**config.mk**
```make
export PLATFORM = sky130hd
export DESIGN_NAME = oh_rrarb6
export DESIGN_NICKNAME = d
export VERILOG_FILES = /design/src/rtl/oh_rrarb6.sv
export SDC_FILE = /design/constraint.sdc
export NUM_CORES = 1
export LEC_CHECK = 0
export BUFFER_PORTS_ARGS = -buffer_cell sky130_fd_sc_hd__buf_4
export CELL_PAD_IN_SITES_DETAIL_PLACEMENT = 0
export CELL_PAD_IN_SITES_GLOBAL_PLACEMENT = 1
export CORE_MARGIN = 2
export CORE_UTILIZATION = 43
export CTS_BUF_LIST = sky130_fd_sc_hd__clkbuf_16
export DETAILED_ROUTE_END_ITERATION = 7
export GPL_TIMING_DRIVEN = 0
export PLACE_DENSITY = 0.95
export SLEW_MARGIN = 20
export SYNTH_ARGS = -nofsm -noshare
export SYNTH_HDL_FRONTEND = slang
export SYNTH_SLANG_ARGS = --single-unit
export TNS_END_PERCENT = 20
```
**constraint.sdc**
```tcl
create_clock -name clk -period 5.9 [get_ports clk]
set_clock_uncertainty 0.05 [all_clocks]
set_input_delay 0 -clock clk [delete_from_list [all_inputs] [get_ports clk]]
set_output_delay 0 -clock clk [all_outputs]
set_load 0.01 [all_outputs]
```
**src/rtl/oh_rrarb6.sv**
```systemverilog
// oh_rrarb6: six-way round-robin packet arbiter with one-hot data mux.
// Ports: clk/reset (sync, active high), en, valid_in/last_in/in0..in5 per
// requester, ready_out per requester, out/out_valid/out_last/out_ready
// toward downstream, grant (registered one-hot), busy.
module oh_rrarb6 #(
    parameter int DW = 1
) (
    input  logic          clk,
    input  logic          reset,
    input  logic          en,
    input  logic [5:0]    valid_in,
    input  logic [5:0]    last_in,
    input  logic [DW-1:0] in0,
    input  logic [DW-1:0] in1,
    input  logic [DW-1:0] in2,
    input  logic [DW-1:0] in3,
    input  logic [DW-1:0] in4,
    input  logic [DW-1:0] in5,
    output logic [5:0]    ready_out,
    output logic [DW-1:0] out,
    output logic          out_valid,
    output logic          out_last,
    input  logic          out_ready,
    output logic [5:0]    grant,
    output logic          busy
);

    typedef enum logic {
        IDLE = 1'b0,
        BUSY = 1'b1
    } state_t;

    state_t        state_q;
    state_t        state_d;
    logic [5:0]    grant_q;
    logic [5:0]    grant_d;
    logic [2:0]    ptr_q;
    logic [2:0]    ptr_d;

    logic [DW-1:0] data [6];
    logic [5:0]    pick;
    logic          found;
    logic [3:0]    slot;
    logic [2:0]    gidx;
    logic [2:0]    next_ptr;
    logic          last_xfer;

    assign data[0] = in0;
    assign data[1] = in1;
    assign data[2] = in2;
    assign data[3] = in3;
    assign data[4] = in4;
    assign data[5] = in5;

    // Cyclic search starting at ptr; slot is kept 4 bits wide so
    // ptr + offset (max 10) folds back into 0..5 without overflow.
    always_comb begin
        pick  = '0;
        found = 1'b0;
        slot  = '0;
        for (int k = 0; k < 6; k++) begin
            slot = {1'b0, ptr_q} + 4'(k);
            if (slot >= 4'd6) begin
                slot = slot - 4'd6;
            end
            if (!found && valid_in[slot[2:0]]) begin
                pick[slot[2:0]] = 1'b1;
                found           = 1'b1;
            end
        end
    end

    // Encode the held one-hot grant back to an index for pointer update.
    always_comb begin
        gidx = '0;
        for (int i = 0; i < 6; i++) begin
            if (grant_q[i]) begin
                gidx = gidx | 3'(i);
            end
        end
    end

    assign next_ptr = (gidx == 3'd5) ? 3'd0 : gidx + 3'd1;

    // Datapath is purely combinational off the registered grant, so an
    // idle arbiter (grant = 0) forces every downstream output to zero.
    always_comb begin
        out = '0;
        for (int i = 0; i < 6; i++) begin
            if (grant_q[i]) begin
                out = out | data[i];
            end
        end
    end

    assign out_valid = |(grant_q & valid_in);
    assign out_last  = |(grant_q & valid_in & last_in);
    assign ready_out = grant_q & {6{out_ready}};
    assign last_xfer = out_valid & out_ready & out_last;

    always_comb begin
        state_d = state_q;
        grant_d = grant_q;
        ptr_d   = ptr_q;
        unique case (state_q)
            IDLE: begin
                if (en && (|valid_in)) begin
                    state_d = BUSY;
                    grant_d = pick;
                end
            end
            BUSY: begin
                if (last_xfer) begin
                    state_d = IDLE;
                    grant_d = '0;
                    ptr_d   = next_ptr;
                end
            end
            default: begin
                state_d = IDLE;
                grant_d = '0;
            end
        endcase
    end

    always_ff @(posedge clk) begin
        if (reset) begin
            state_q <= IDLE;
            grant_q <= '0;
            ptr_q   <= '0;
        end else begin
            state_q <= state_d;
            grant_q <= grant_d;
            ptr_q   <= ptr_d;
        end
    end

    assign grant = grant_q;
    assign busy  = (state_q == BUSY);

endmodule

```
==> metrics.md <==
| Metric | Value |
|---|---|
| H-tree depth | `1` |
| Post-detail-place hpwl | `4243 µm` |
| Commonest non-fill, non-tap cell in the layout | `buf_4` |
| Top cells by area, synth | `dfxtp_1, a22oi_1, nand2_1` |
| Outcome | `complete, no violations` |
| Sink Count | `10` |
| Antenna viol nets, final | `0` |
| Fin crit period | `4.263 ns` |
| Drt wl/cell | `17.19 µm` |
| Worst EP arrival | `between 4 and 5 ns` |
| Cell taking the most area after synthesis | `dfxtp_1` |
| Total track usage | `24.83%` |
| DR vias/cell | `6.234` |
| Crit path kind | `reg -> reg` |
| Final worst path period share | `~72%` |
| Util after Layout | `between 50% and 60%` |
| Final setup vio count | `0` |
| Reg-to-reg slack, setup | `approximately 1.6 ns` |
| Most frequent CP cell | `clkbuf_1` |
| Initial antenna violation count | `0` |
| Max VDD drop | `0.1505 mV` |
| GRT busiest layer | `met2` |
| Avg Cell Area, Syn | `7.394 µm²` |
| Least-Margin Pin Slew | `0.6615 ns` |
| Layout Nets | `304` |
| Worst-Skew Late Latency | `0.24 ns` |
| NetSw | `0.06761 mW` |
| Switching Share | `approximately a quarter` |
| Register Area | `around 200 µm²` |
| Gate Count Post-Synth | `233` |
| Flop pwr share | `roughly 28%` |
| Antenna diodes | `0` |
| Post-DP Area | `2063 µm²` |
| Post-synth EDFFs | `0` |
| Initial Util | `44.02%` |
| Fin Setup TNS | `0 ns` |
| Vias in the first global route | `1692` |
| Post-synth ARST share | `0%` |
| Layout Cells excl Fill | `325` |
| Clock network power share | `between 40% and 50%` |
| # IOs | `38` |
| Final Cell Area | `2152 µm²` |
| Critical Path, Cell by Cell | `buf_6, clkbuf_1, clkbuf_1, clkinv_1, ha_1, clkbuf_1, a21boi_0, o21ai_0, a21oi_1, o21bai_4, buf_6, nor3_2, o32ai_1, a311oi_1` |
| DR iter-0 viols | `170` |
| Rel. slew slack | `55.90%` |
| Final estimated routing congestion in global placement | `0.9246` |
| Largest net degree at the start of global routing | `11` |
| Critical Path Fanout Max | `10` |
| Worst path slowest cell | `ha_1` |
| CTS max path bufs | `2` |
| First-pass GRT wire length | `8597 µm` |
| Post-Syn Area | `roughly 1700 µm²` |
| Layout cells sized above 1 | `23.64%` |
| DRC | `0` |
| Count of different cell masters after synthesis | `65` |
| HP Class | `in -> reg` |
| CP top delay family | `buffers and inverters` |
| Total gr overflow | `0` |
| Area grow syn2layout | `24.91%` |
| Multi-input gate area | `1409 µm²` |
| Total vias in the final route | `2026` |
| Most frequent cells in the layout | `buf_4, nand2_1, nor2_1` |
| Seq/Total Area, Yosys | `a little under an eighth` |
| Max Clock Freq | `0.2346 GHz` |
| Core region area | `3914 µm²` |
| Die X | `67.30 µm` |
| Logic pwr share | `around a quarter` |
| Drt total wl | `~5600 µm` |
| Met3 GRT Util | `4.000%` |
| CP peak stage delay | `about 0.44 ns` |
| CP bufs+invs | `6` |
| Top-area cell type share of the netlist area | `approximately 12%` |
| Clk root buf | `clkbuf_16` |
| Die area | `4529 µm²` |
| Final-report hold violation count | `0` |
| Placed insts | `320` |
| Synthesized flop and latch total | `10` |
| Grt met2 use | `38.12%` |
| Critical Path Start Type | `flop` |
| Warnings, synthesis | `0` |
| Max-Cap Viols | `0` |
| Site row count | `23` |
| Die height | `67.30 µm` |
| Clock transition at path regs | `0.04 ns` |
| Initial DRT Pass Iterations | `5` |
| CTS Buf Count | `3` |
| TritonCTS clock tree | `built` |
| P_leak | `0.8421 nW` |
| Final Max Slew Viols | `0` |
| GRT met1 Usage | `36.55%` |
| Post-Syn Nets | `around 260` |
| RSZ-0062 raised after global routing | `no` |
| Fill cell count | `a little over 400` |
| CP Capture Type | `flop` |
| PortBufs | `37` |
| Pwr Total | `0.2572 mW` |
| Top_reg_cell synth | `dfxtp_1` |
| Power density over cell area | `119.5 nW/µm²` |
| P_int | `between 0.15 and 0.2 mW` |
| Req. time, crit path | `between 5 and 6 ns` |
power groups by stage:
stage / clock network (mW) / logic (mW) / registers (mW)
4_1_cts: 0.120 / 0.0653 / 0.0722
2_1_floorplan: 0 / 0.0325 / 0.0739
3_3_place_gp: 0 / 0.0638 / 0.0731
5_1_grt: 0.125 / 0.0712 / 0.0725
3_5_place_dp: 0 / 0.0644 / 0.0732
6_report: 0.119 / 0.0658 / 0.0722
kinds of logic (layout without fill, tap and decap cells):
logic type | Yosys count | count (layout) | share of synthesized area, %
and+or+nand+nor | 103 | 103 | 32.61
adders and majority gates | 6 | 6 | 4.357
muxes | 11 | 11 | 7.480
xor gates and xnor gates | 8 | 8 | 4.938
AOI/OAI and AO/OA | 70 | 70 | 32.39
buffers and inverters | 25 | 67 | 6.609
DFF | 10 | 10 | 11.62
through the flow:
stage          hold slack [ns]  setup slack, ns
6_report                0.1132            1.637
5_1_grt                 0.1448            1.389
4_1_cts                 0.1100            1.722
3_5_place_dp            0.1673            1.737
3_3_place_gp            0.1630            1.747
2_1_floorplan          0.01907            2.508
worst register-to-register path: cells and delay by family, from the launching register on:
family | cells | cell delay [ns]
AO/OA/AOI/OAI | 6 | 1.23
adder cells (fa/ha/maj) | 1 | 0.45
AND/OR/NAND/NOR | 1 | 0.22
buffers and inverters | 6 | 1.80
flip-flops | 1 | 0.39
synthesized netlist by cell type, types with 2 or more instances:
cell type	count
a31o_2	3
a22oi_1	11
nor2_1	16
or4_1	3
buf_1	2
or3_1	4
o21ai_0	8
buf_6	2
and2_1	8
nor3_1	8
nand3_1	12
ha_1	6
nor3_2	3
a21oi_1	11
o31ai_1	4
a211o_1	2
mux2i_1	8
clkbuf_1	11
and3_1	5
o211ai_1	2
xor2_1	2
nor3b_1	3
nand2b_1	3
buf_2	4
nor4_1	2
xnor2_1	4
xnor2_2	2
nor2b_1	7
inv_1	5
dfxtp_1	10
o21a_1	2
nand2_1	22
nor4bb_1	2
o31a_1	2
a311oi_1	3
a2111oi_0	2
flip-flops by register name, summed over array words and instances (netlist names):
register,count
grant,6
ptr_q,3
busy,1
cell type report:
cell class              count  share of cell area, %
well taps                  50                  2.907
flip-flops and latches     10                  9.302
clock inverters             1                 0.1744
repair buffers             38                  13.37
plain buffers              19                  4.244
multi-input cells         198                  65.47
inverters                   6                  1.047
clock buffers               3                  3.488
path summary, 6_finish.rpt:
path | startpoint | end | cells after the start
min reg2reg | busy | busy | 2
max | ptr_q[0] | grant[3] | 14
max reg2reg | ptr_q[0] | grant[3] | 14
min | out_ready | busy | 4
per-layer routing:
metal | routed length, µm | part of all wire [%]
met1 | 2413 | 43
met2 | 2733 | 49
met3 | 383 | 6.9
met4 | 57 | 1.0
met5 | 0 | 0
what timing repair did:
item | CTS | global route
endpoints found under the hold margin | 5 | 0
hold buffers | 1 | 0
setup buffers | 0 | 0
resized for setup | 0 | 0
No activity file was read; power rests on OpenSTA's default activity.
